File: src/rtl/ldm_writeback_sequencer_pkg.sv
// Shared definitions for the LDM writeback sequencer: state encoding, stride and
// register-number constants, and the reglist scan result type.
package ldm_writeback_sequencer_pkg;

  localparam int LDM_ADDR_W     = 32;
  localparam int LDM_WORD_BYTES = 4;

  localparam logic [3:0] REG_PC = 4'd15;
  localparam logic [3:0] REG_LR = 4'd14;

  localparam logic [2:0] ST_IDLE   = 3'd0;
  localparam logic [2:0] ST_REQ    = 3'd1;
  localparam logic [2:0] ST_WRITE  = 3'd2;
  localparam logic [2:0] ST_BASEWB = 3'd3;
  localparam logic [2:0] ST_FIN    = 3'd4;

  typedef struct packed {
    logic       any;
    logic [3:0] idx;
    logic [4:0] cnt;
  } scan_t;

endpackage

File: src/rtl/ldm_writeback_sequencer_if.sv
// Control, memory-read and register-file-write signals of the LDM sequencer.
// PC_LOAD/PC_DATA exist only when LDM_PC_LOAD_EN is defined.
interface ldm_writeback_sequencer_if #(
  parameter int ADDR_W = 32
);

  logic              start;
  logic [15:0]       reglist;
  logic [ADDR_W-1:0] base;
  logic [3:0]        basereg;
  logic              up;
  logic              wback;

  logic              mem_re;
  logic [ADDR_W-1:0] mem_addr;
  logic [ADDR_W-1:0] mem_rdata;
  logic              mem_valid;

  logic              we3;
  logic [3:0]        wa3;
  logic [ADDR_W-1:0] wd3;
  logic              busy;
  logic              done;

`ifdef LDM_PC_LOAD_EN
  logic              pc_load;
  logic [ADDR_W-1:0] pc_data;
`endif

  modport master (
    input  start, reglist, base, basereg, up, wback, mem_rdata, mem_valid,
    output mem_re, mem_addr, we3, wa3, wd3, busy, done
`ifdef LDM_PC_LOAD_EN
    , output pc_load, pc_data
`endif
  );

  modport slave (
    output start, reglist, base, basereg, up, wback, mem_rdata, mem_valid,
    input  mem_re, mem_addr, we3, wa3, wd3, busy, done
`ifdef LDM_PC_LOAD_EN
    , input pc_load, pc_data
`endif
  );

endinterface

File: src/rtl/ldm_writeback_sequencer_reglist_scan.sv
// Combinational lowest-set-bit index and popcount over a 16-bit register list.
module ldm_writeback_sequencer_reglist_scan
  import ldm_writeback_sequencer_pkg::*;
(
  input  logic [15:0] list_i,
  output scan_t       scan_o
);

  logic       any;
  logic [3:0] idx;
  logic [4:0] cnt;

  // Scanning downward lets the last hit (the lowest set bit) win.
  always_comb begin
    any = 1'b0;
    idx = 4'd0;
    cnt = 5'd0;
    for (int i = 15; i >= 0; i--) begin
      if (list_i[i]) begin
        any = 1'b1;
        idx = 4'(i);
      end
    end
    for (int i = 0; i < 16; i++) begin
      cnt = cnt + 5'(list_i[i]);
    end
  end

  assign scan_o = '{any: any, idx: idx, cnt: cnt};

endmodule

File: src/rtl/ldm_writeback_sequencer.sv
// Multi-cycle LDM engine driving the register-file write port (WE3/WA3/WD3).
// Optional macro LDM_PC_LOAD_EN redirects R15 loads to PC_LOAD/PC_DATA.
module ldm_writeback_sequencer
  import ldm_writeback_sequencer_pkg::*;
#(
  parameter int ADDR_W     = LDM_ADDR_W,
  parameter int WORD_BYTES = LDM_WORD_BYTES
) (
  input  logic                       clk,
  input  logic                       rst,
  ldm_writeback_sequencer_if.master  bus
);

  logic [2:0]        state_q, state_d;
  logic [15:0]       list_q, list_d;
  logic [ADDR_W-1:0] addr_q, addr_d;
  logic [ADDR_W-1:0] final_q, final_d;
  logic [ADDR_W-1:0] data_q, data_d;
  logic [3:0]        basereg_q, basereg_d;
  logic              wb_q, wb_d;

  logic [15:0]       scan_list;
  scan_t             scan;
  logic [ADDR_W-1:0] span;
  logic [15:0]       remaining;
  logic              wb_start;

  // In IDLE the scanner looks at the incoming list so START can size the transfer.
  assign scan_list = (state_q == ST_IDLE) ? bus.reglist : list_q;

  ldm_writeback_sequencer_reglist_scan u_scan (
    .list_i (scan_list),
    .scan_o (scan)
  );

  assign span      = ADDR_W'(scan.cnt) * ADDR_W'(WORD_BYTES);
  assign remaining = list_q & ~(16'd1 << scan.idx);
  assign wb_start  = bus.wback & ~bus.reglist[bus.basereg];

  always_comb begin
    state_d   = state_q;
    list_d    = list_q;
    addr_d    = addr_q;
    final_d   = final_q;
    data_d    = data_q;
    basereg_d = basereg_q;
    wb_d      = wb_q;
    case (state_q)
      ST_IDLE: begin
        if (bus.start) begin
          list_d    = bus.reglist;
          basereg_d = bus.basereg;
          wb_d      = wb_start;
          addr_d    = bus.up ? bus.base : bus.base - span;
          final_d   = bus.up ? bus.base + span : bus.base - span;
          if (scan.any)     state_d = ST_REQ;
          else if (wb_start) state_d = ST_BASEWB;
          else              state_d = ST_FIN;
        end
      end
      ST_REQ: begin
        if (bus.mem_valid) begin
          data_d  = bus.mem_rdata;
          state_d = ST_WRITE;
        end
      end
      ST_WRITE: begin
        list_d = remaining;
        addr_d = addr_q + ADDR_W'(WORD_BYTES);
        if (remaining != 16'd0) state_d = ST_REQ;
        else if (wb_q)          state_d = ST_BASEWB;
        else                    state_d = ST_FIN;
      end
      ST_BASEWB: state_d = ST_FIN;
      ST_FIN:    state_d = ST_IDLE;
      default:   state_d = ST_IDLE;
    endcase
  end

  always_ff @(posedge clk or posedge rst) begin
    if (rst) begin
      state_q   <= ST_IDLE;
      list_q    <= '0;
      addr_q    <= '0;
      final_q   <= '0;
      data_q    <= '0;
      basereg_q <= '0;
      wb_q      <= 1'b0;
    end else begin
      state_q   <= state_d;
      list_q    <= list_d;
      addr_q    <= addr_d;
      final_q   <= final_d;
      data_q    <= data_d;
      basereg_q <= basereg_d;
      wb_q      <= wb_d;
    end
  end

  logic              we3;
  logic [3:0]        wa3;
  logic [ADDR_W-1:0] wd3;
  logic              pc_load;
  logic [ADDR_W-1:0] pc_data;

  // The register-file port is decoded purely from registered state.
  always_comb begin
    we3     = 1'b0;
    wa3     = 4'd0;
    wd3     = '0;
    pc_load = 1'b0;
    pc_data = '0;
    case (state_q)
      ST_WRITE: begin
        wa3 = scan.idx;
        wd3 = data_q;
`ifdef LDM_PC_LOAD_EN
        if (scan.idx == REG_PC) begin
          pc_load = 1'b1;
          pc_data = {data_q[ADDR_W-1:2], 2'b00};
        end else begin
          we3 = 1'b1;
        end
`else
        we3 = 1'b1;
`endif
      end
      ST_BASEWB: begin
        we3 = 1'b1;
        wa3 = basereg_q;
        wd3 = final_q;
      end
      default: ;
    endcase
  end

  assign bus.mem_re   = (state_q == ST_REQ);
  assign bus.mem_addr = addr_q;
  assign bus.we3      = we3;
  assign bus.wa3      = wa3;
  assign bus.wd3      = wd3;
  assign bus.busy     = (state_q == ST_REQ) || (state_q == ST_WRITE) ||
                        (state_q == ST_BASEWB);
  assign bus.done     = (state_q == ST_FIN);

`ifdef LDM_PC_LOAD_EN
  assign bus.pc_load  = pc_load;
  assign bus.pc_data  = pc_data;
`else
  logic unused_pc;
  assign unused_pc = pc_load ^ (^pc_data);
`endif

endmodule

File: src/flat_wrapper.sv
// flat-port wrapper written by rule: the top's interface ports become plain ports
module ldm_writeback_sequencer_flat import ldm_writeback_sequencer_pkg::*;
#(
  parameter int ADDR_W     = LDM_ADDR_W,
  parameter int WORD_BYTES = LDM_WORD_BYTES
)
  (clk, rst, bus_start, bus_reglist, bus_base, bus_basereg, bus_up, bus_wback, bus_mem_rdata, bus_mem_valid, bus_mem_re, bus_mem_addr, bus_we3, bus_wa3, bus_wd3, bus_busy, bus_done);
  ldm_writeback_sequencer_if #(.ADDR_W(ADDR_W)) bus_i ();
  input  logic clk;
  input  logic rst;
  input wire logic [$bits(bus_i.start)-1:0] bus_start;
  input wire logic [$bits(bus_i.reglist)-1:0] bus_reglist;
  input wire logic [$bits(bus_i.base)-1:0] bus_base;
  input wire logic [$bits(bus_i.basereg)-1:0] bus_basereg;
  input wire logic [$bits(bus_i.up)-1:0] bus_up;
  input wire logic [$bits(bus_i.wback)-1:0] bus_wback;
  input wire logic [$bits(bus_i.mem_rdata)-1:0] bus_mem_rdata;
  input wire logic [$bits(bus_i.mem_valid)-1:0] bus_mem_valid;
  output wire logic [$bits(bus_i.mem_re)-1:0] bus_mem_re;
  output wire logic [$bits(bus_i.mem_addr)-1:0] bus_mem_addr;
  output wire logic [$bits(bus_i.we3)-1:0] bus_we3;
  output wire logic [$bits(bus_i.wa3)-1:0] bus_wa3;
  output wire logic [$bits(bus_i.wd3)-1:0] bus_wd3;
  output wire logic [$bits(bus_i.busy)-1:0] bus_busy;
  output wire logic [$bits(bus_i.done)-1:0] bus_done;
  assign bus_i.start = bus_start;
  assign bus_i.reglist = bus_reglist;
  assign bus_i.base = bus_base;
  assign bus_i.basereg = bus_basereg;
  assign bus_i.up = bus_up;
  assign bus_i.wback = bus_wback;
  assign bus_i.mem_rdata = bus_mem_rdata;
  assign bus_i.mem_valid = bus_mem_valid;
  assign bus_mem_re = bus_i.mem_re;
  assign bus_mem_addr = bus_i.mem_addr;
  assign bus_we3 = bus_i.we3;
  assign bus_wa3 = bus_i.wa3;
  assign bus_wd3 = bus_i.wd3;
  assign bus_busy = bus_i.busy;
  assign bus_done = bus_i.done;
  ldm_writeback_sequencer #(.ADDR_W(ADDR_W), .WORD_BYTES(WORD_BYTES)) u_core (.clk(clk), .rst(rst), .bus(bus_i));
endmodule
File: config.mk
export PLATFORM = sky130hd
export DESIGN_NAME = ldm_writeback_sequencer_flat
export DESIGN_NICKNAME = d
export VERILOG_FILES = /design/src/rtl/ldm_writeback_sequencer_pkg.sv /design/src/rtl/ldm_writeback_sequencer_if.sv /design/src/rtl/ldm_writeback_sequencer_reglist_scan.sv /design/src/rtl/ldm_writeback_sequencer.sv /design/src/flat_wrapper.sv
export SDC_FILE = /design/constraint.sdc
export NUM_CORES = 1
export LEC_CHECK = 0
export ABC_AREA = 1
export CORE_MARGIN = 2
export CORE_UTILIZATION = 56
export DETAILED_ROUTE_END_ITERATION = 12
export DONT_BUFFER_PORTS = 1
export MAX_ROUTING_LAYER = met4
export PLACE_DENSITY = 0.72
export SKIP_LAST_GASP = 1
export SYNTH_ARGS = -nofsm -noshare
export SYNTH_HDL_FRONTEND = slang
export SYNTH_HIERARCHICAL = 1
export SYNTH_SLANG_ARGS = --single-unit
File: constraint.sdc
create_clock -name clk -period 5.31 [get_ports clk]
set_input_delay 0.531 -clock clk [delete_from_list [all_inputs] [get_ports clk]]
set_output_delay 0.531 -clock clk [all_outputs]
set_load 0.1 [all_outputs]
# [Yosys cells after proc, flatten, opt, wreduce, memory -nomap -nowiden]
# Index checks and enable logic that the tools add are counted.
# W data, S select, Z words.
[word_totals] reg_bits=120 in_bits=90
[classes] n_addsub=18 n_lt_le_gt_ge=1 n_eq_ne=6 n_shift=1 muxes=51 bitwise=4 n_reduce_logical=10
[op_table] cell="$pmux W32 S2" n=2
[op_table] cell="$mux W32" n=3
[op_table] cell="$mux W4" n=16
[op_table] cell="$add A5 B1 Y5" n=11
[op_table] cell="$add A32 B3 Y32 const B" n=1
[op_table] cell="$add A32 B7 Y32" n=1
[op_table] cell="$mux W16" n=2
[op_table] cell="$pmux W16 S2" n=1
[op_table] cell="$sub A32 B7 Y32" n=1
[op_table] cell="$mux W1" n=18
[op_table] cell="$mux W3" n=6
[op_table] cell="$and A16 B16 Y16" n=1
[op_table] cell="$not A16 Y16" n=1
[op_table] cell="$reduce_bool A16 Y1" n=1
[op_table] cell="$shl A1 B4 Y16 const A" n=1
[op_table] cell="$pmux W3 S4" n=1
[op_table] cell="$pmux W4 S2" n=1
[op_table] cell="$reduce_and A2 Y1" n=4
[op_table] cell="$eq A3 B2 Y1 const B" n=2
[op_table] cell="$add A4 B1 Y5" n=1
[op_table] cell="$lt A4 B5 Y1 const B" n=1
[op_table] cell="$add A3 B1 Y4" n=1
[op_table] cell="$bmux W1 S4" n=1
[op_table] cell="$ne A2 B2 Y1 const B" n=2
[op_table] cell="other kinds (10)" n=11

# [Longest topological paths before layout]
# Gate-level depths: netlist of the first run.
[depth] ltp_word=24 mapped_depth=35

# [Cells and area by module]
# Netlist of the first run, hierarchy kept.
[by_module_without_submodules] mod="ldm_writeback_sequencer" n_inst=1 cells_each=1411 area_each_um2=9122.5 seq_area_each_um2=3002.9
[by_module_without_submodules] mod="ldm_writeback_sequencer_reglist_scan" n_inst=1 cells_each=85 area_each_um2=571.8 seq_area_each_um2=0.0

# [Least setup slack after synthesis of the first run]
# OpenSTA, ideal clock, no wires.
[synth_path] path_type="flip-flop to flip-flop" start="register u_core.state_q[1]" end="register u_core.addr_q[29] (netlist: u_core/bus.mem_addr[29])" setup_time_ps=123 arrival_ps=5627 slack_ps=-440 path_stages_with_launch=30 path_buffers=2 period_less_slack_ps=5750 cell_sequence="dfrtp_1 -> nor2_2 -> inv_2 -> nor2_4 -> inv_1 -> clkbuf_1 -> o21ai_0 -> inv_1 -> fa_1 -> fa_1 -> fa_1 -> fa_1 -> inv_1 -> ha_1 -> inv_1 -> fa_1 -> o21ai_0 -> inv_1 -> ha_1 -> buf_4 -> a21oi_4 -> nand2_1 -> nor2_2 -> nand2_1 -> nor2_1 -> inv_1 -> nand3_1 -> nand3_1 -> nand2_1 -> a21oi_1"
[synth_rtl] element="start, declared" line="ldm_writeback_sequencer.sv:14" source="logic [2:0] state_q, state_d;"
[synth_rtl] element="start signal, assigned" line="ldm_writeback_sequencer.sv:90" source="state_q <= state_d;"
[synth_rtl] element="end signal, assigned" line="ldm_writeback_sequencer.sv:92" source="addr_q <= addr_d;"
[synth_rtl] element="end, declared" line="ldm_writeback_sequencer.sv:16" source="logic [ADDR_W-1:0] addr_q, addr_d;"

==> impl_metrics.env, run 1 <==
export IMPL_antenna_cells=0
export IMPL_drc_errors=0
export IMPL_cts_root_buf="clkbuf_16"
export IMPL_crit_top_cell="inv_2"
export IMPL_ys_seq_elements=120
export IMPL_holdWs_ns=0.158
export IMPL_start_util=0.566
export IMPL_hold_buffers=0
export IMPL_gp_congestion=1.02
export IMPL_first_global_vias=9940
export IMPL_rr_startpoint="u_core/state_q[1]"
export IMPL_maxSlewViolCount=0
export IMPL_route_met2_wl_mm=15.4
export IMPL_fmax_mhz=177
export IMPL_clk_pin_slew_ns=0.07
export IMPL_endpoint_kind="flop"
export IMPL_clock_sinks=120
export IMPL_drv_cap=0
export IMPL_port_buffers=0
export IMPL_highest_layer="met4"
export IMPL_reg2reg_depth=28
export IMPL_min_path_type="in2async"
export IMPL_slowest_delay_ns=0.58
export IMPL_seq_area_sq_um=3000
export IMPL_finalSetupViolations=54
export IMPL_m1WireLength_mm=13.6
export IMPL_fin_crit_ns=5.66
export IMPL_reg2reg_slack_ns=-0.35
export IMPL_drt_iter0_markers=1021
export IMPL_clock_latency_ns=0.43
export IMPL_synthArstFlopShare=1.00
export IMPL_fp_dieW_um=136
export IMPL_syn_inst=1496
export IMPL_drt_first_pass_iters=6
export IMPL_rsz0062_at_grt="true"
export IMPL_cp_data_arrival_time_ns=5.99
export IMPL_skew_ns=0.00863
export IMPL_fin_crit_sh=1.07
export IMPL_drtAntennaViolNets=0
export IMPL_viasPerCell=5.89
export IMPL_synth_enable_flop_cells=0
export IMPL_cp_max_fo=8
export IMPL_ios=162
export IMPL_syn_avg_cell_area_sq_um=6.48
export IMPL_maxSlewHeadroom=0.222
export IMPL_critPathLaunchType="flop"
export IMPL_crit_slowest_cell="fa_1"
export IMPL_gr_total_overflow=0
export IMPL_die_h_um=136
export IMPL_fin_ws_ns=-0.353
export IMPL_final_nets=1703
export IMPL_syn_num_nets=1614
export IMPL_ys_seq_area_frac=0.310
export IMPL_rows=48
export IMPL_num_fill_cells=1453
export IMPL_ys_types=51
export IMPL_multi_input_area_sq_um=6230
export IMPL_grt_start_max_net_pins=69
export IMPL_hold_viol=0
export IMPL_reg2reg_to="u_core/bus.mem_addr[5]"
export IMPL_place_ws_ns=-0.490
export IMPL_ys_warn_count=6
export IMPL_ctsLongestPathBuffers=2
export IMPL_dieArea_sq_um=18400
export IMPL_grt_use_total=0.378
export IMPL_status="complete, but fails checks"
export IMPL_synthFlopType="dfrtp_1"
export IMPL_dr_wl_met3_mm=3.61
export IMPL_drive_above_1_share=0.230
export IMPL_tightest_slew_ns=1.17
export IMPL_setup_worst_path_class="reg2reg"
export IMPL_violations="negative setup slack"
export IMPL_final_area_sq_um=12000
export IMPL_antenna_found_initial=0
export IMPL_cts_made_buffers=17
export IMPL_cts_max_level=4
export IMPL_grt_pass1_wl_mm=52.5
export IMPL_area_growth_pct=23.8
export IMPL_post_dp_cell_area_sq_um=10700
export IMPL_hpwl_mm=24.2
export IMPL_vias=10700
export IMPL_synth_area_sq_um=9690
export IMPL_wl_per_cell_um=18.6
export IMPL_totalWireLength_mm=33.8
export IMPL_core_sq_um=17100
export IMPL_required_ns=5.64
export IMPL_tritoncts="built"
area by class of cell:
class / count / share of cell area
clock buffer: 17 / 0.0354
clock inverter: 15 / 0.0147
inverter: 220 / 0.0699
multi-input combinational: 1093 / 0.519
sequential: 120 / 0.250
tap: 225 / 0.0234
timing repair buffer: 132 / 0.0867
timing repair inverter: 1 / 0.000313
repair_timing:
item,in CTS,in global routing
setup buffers,15,10
pin swaps,45,39
resized for setup,102,42
endpoints found under the setup margin,57,58
gates cloned,1,0
worst max path at each step:
| stage | end | depth (start not counted) | slack [ns] | start |
|---|---|---|---|---|
| 2_1_floorplan | u_core/bus.mem_addr[29] | 29 | -0.00004 | u_core/state_q[1] |
| 3_3_place_gp | u_core/bus.mem_addr[23] | 27 | -0.37 | u_core/state_q[1] |
| 3_5_place_dp | u_core/final_q[18] | 31 | -0.49 | u_core/state_q[1] |
| 4_1_cts | u_core/final_q[31] | 31 | -0.35 | u_core/state_q[0] |
| 5_1_grt | u_core/final_q[11] | 29 | -0.53 | u_core/state_q[1] |
| 6_report | u_core/bus.mem_addr[5] | 28 | -0.35 | u_core/state_q[1] |
through the flow:
| stage | cells | util | setup TNS, ns |
|---|---|---|---|
| 2_1_floorplan | 1496 | - | -0.0000440 |
| 3_3_place_gp | 1765 | 0.627 | -13.45 |
| 6_report | 1823 | 0.701 | -12.69 |
| 4_1_cts | 1813 | 0.688 | -13.55 |
| 5_1_grt | 1823 | 0.701 | -24.04 |
| 3_5_place_dp | 1765 | 0.627 | -19.04 |
flip-flops by register name, indices dropped and copies added (netlist names):
register	flops
u_core/basereg_q	4
u_core/bus.mem_addr	32
u_core/data_q	32
u_core/final_q	32
u_core/list_q	16
u_core/state_q	3
u_core/wb_q	1
synthesized netlist by cell type, types with 21 or more instances:
library cell,number,share of area
nand4_1,25,0.016
o21ai_0,97,0.050
dfrtp_1,120,0.31
buf_2,29,0.015
nor2_1,148,0.057
a21oi_1,57,0.029
nand2_1,420,0.16
clkbuf_1,26,0.010
nor3_1,21,0.011
nand3_1,130,0.067
o21ai_1,21,0.011
inv_1,202,0.078
metal layers:
layer	track usage	vias to the layer above
met4	0.144	0
met5	-	-
li1	-	5044
met1	0.482	5011
met2	0.577	608
met3	0.0980	81
cells by family (layout without fill, tap and decap cells):
family,Yosys count,in the layout,share of synthesized area
buffers and inverters,283,385,0.116
DFF,120,120,0.310
and+or+nand+nor,792,792,0.352
adders and majority gates,28,28,0.0454
muxes,11,11,0.0128
AOI/OAI and AO/OA,246,246,0.149
xor gates and xnor gates,16,16,0.0145
critical path, delay by kind of cell, from the launching register on:
kind | cells | cell delay, ns
adder cells (fa/ha/maj) | 7 | 2.88
AND/OR/NAND/NOR | 7 | 1.00
buffers and inverters | 11 | 0.96
flip-flops | 1 | 0.38
AO/OA/AOI/OAI | 3 | 0.34
placed cells by master, fill, tap and decap left out, drive strengths merged, types with 13 or more instances in the layout:
cell / count
inv: 228
nand2: 427
o21ai: 119
nand4: 25
nor3: 26
buf: 132
dfrtp: 120
nand3: 134
o221ai: 17
nor2: 163
a21oi: 59
xor2: 13
ha: 16
clkbuf: 17
o22ai: 17
Power of run 1 is not shown: default switching activity piles up to over one toggle a cycle in this logic, so the estimate is an artifact.
==> run 2, diff against run 1 <==
CTS_CLUSTER_DIAMETER = 50   (was unset)
==> results of run 2 <==
Same layout as run 1: the final DEF is identical, and so are final timing and power.
Power of run 2 is left out for the same reason.
==> run 3, diff against run 2 <==
GPL_TIMING_DRIVEN = 0   (was unset)
PLACE_DENSITY = 0.69   (was 0.72)
clock period = 6.85 ns   (was 5.31 ns; I/O delays follow)
==> impl_metrics.env, run 3 (synthesis gave the netlist of run 1 again) <==
export IMPL_rows=48
export IMPL_grt_pass1_wl_mm=52.9
export IMPL_totalWireLength_mm=34.6
export IMPL_required_ns=7.16
export IMPL_post_dp_cell_area_sq_um=10200
export IMPL_fp_dieW_um=136
export IMPL_met1_usage=0.488
export IMPL_viasPerCell=5.95
export IMPL_start_util=0.566
export IMPL_maxSlewViolCount=0
export IMPL_critPathLaunchType="flop"
export IMPL_endpoint_kind="flop"
export IMPL_finalSetupViolations=0
export IMPL_drv_cap=0
export IMPL_skew_ns=0.00901
export IMPL_min_path_type="in2async"
export IMPL_cts_root_buf="clkbuf_16"
export IMPL_instances_no_fill=1754
export IMPL_grt_use_met3=0.0842
export IMPL_worst_path_buf_inv=9
export IMPL_utilization=0.628
export IMPL_cpLargestDelayFamily="adder cells"
export IMPL_clock_sinks=120
export IMPL_slowest_delay_ns=0.55
export IMPL_gp_congestion=1.08
export IMPL_die_h_um=136
export IMPL_tightest_slew_ns=1.14
export IMPL_final_area_sq_um=10800
export IMPL_setup_worst_path_class="reg2reg"
export IMPL_drt_iter0_markers=1043
export IMPL_reg2reg_depth=29
export IMPL_rsz0062_at_grt="true"
export IMPL_ios=162
export IMPL_first_global_vias=9690
export IMPL_final_cell_mix="nand2_1, inv_1, nor2_1, nand3_1, dfrtp_1"
export IMPL_hpwl_mm=26.6
export IMPL_cp_max_fo=10
export IMPL_drc_errors=0
export IMPL_wl_per_cell_um=19.7
export IMPL_dieArea_sq_um=18400
export IMPL_reg2reg_to="u_core/bus.mem_addr[20]"
export IMPL_tritoncts="built"
export IMPL_use_met2=0.605
export IMPL_status="complete, no violations"
export IMPL_clock_latency_ns=0.43
export IMPL_rr_startpoint="u_core/state_q[1]"
export IMPL_maxSlewHeadroom=0.245
export IMPL_drive_above_1_share=0.111
export IMPL_drt_first_pass_iters=5
export IMPL_grt_use_total=0.389
export IMPL_gr_max_usage_layer="met2"
export IMPL_drtAntennaViolNets=0
export IMPL_area_growth_pct=11.0
export IMPL_port_buffers=0
export IMPL_fin_crit_ns=6.56
export IMPL_hold_viol=0
export IMPL_cts_made_buffers=17
export IMPL_core_sq_um=17100
export IMPL_num_fill_cells=1640
export IMPL_crit_top_cell="inv_1"
export IMPL_final_common_cell="nand2_1"
export IMPL_placed_cells=1722
export IMPL_antenna_found_initial=0
export IMPL_fmax_mhz=152
export IMPL_final_nets=1634
export IMPL_clk_pin_slew_ns=0.07
export IMPL_cp_data_arrival_time_ns=6.87
export IMPL_fin_crit_sh=0.958
export IMPL_cts_max_level=4
export IMPL_grt_start_max_net_pins=67
export IMPL_crit_slowest_cell="fa_1"
export IMPL_reg2reg_slack_ns=0.29
export IMPL_ctsLongestPathBuffers=2
export IMPL_gr_total_overflow=0
export IMPL_vias=10400
export IMPL_antenna_cells=0
## run 3: per-layer routing
layer,vias to the layer above,routed length (um)
met1,4838,13800
met4,0,1630
met2,585,15800
met3,91,3350
li1,4915,-
met5,-,0
## run 3: what timing repair did
| item | CTS | global route |
|---|---|---|
| endpoints found under the setup margin | 0 | 48 |
| hold buffers | 0 | 0 |
| hold endpoints to repair | 0 | 0 |
| gates resized for setup | 0 | 20 |
| buffers inserted | 0 | 0 |
## run 3: stage by stage
step           hold WS (ns)  setup TNS (ns)  setup WS, ns
6_report              0.150               0         0.289
5_1_grt               0.188         -0.0111       -0.0111
4_1_cts               0.167               0         0.109
3_5_place_dp          0.471               0         0.174
3_3_place_gp          0.465               0         0.240
2_1_floorplan         0.449               0          1.10
## run 3: worst max-delay path by stage
| stage | start | endpoint | cells past startpoint |
|---|---|---|---|
| detailed placement | u_core/state_q[1] | u_core/bus.mem_addr[20] | 29 |
| finish | u_core/state_q[1] | u_core/bus.mem_addr[20] | 29 |
| floorplan | u_core/state_q[1] | u_core/bus.mem_addr[29] | 29 |
| CTS | u_core/state_q[1] | u_core/final_q[19] | 30 |
| global placement | u_core/state_q[1] | u_core/bus.mem_addr[16] | 28 |
| global route | u_core/state_q[1] | u_core/final_q[19] | 29 |
## run 3: final cells by class
type	instances	area, sq um	area share
repair buffers	1	27.5	0.00256
inverters	220	832	0.0774
clock inverters	15	149	0.0138
flip-flops and latches	120	3000	0.279
well taps	225	282	0.0262
multi-input cells	1093	5740	0.533
clock buffers	17	425	0.0395
plain buffers	63	303	0.0281
Power of run 3 is left out for the same reason.
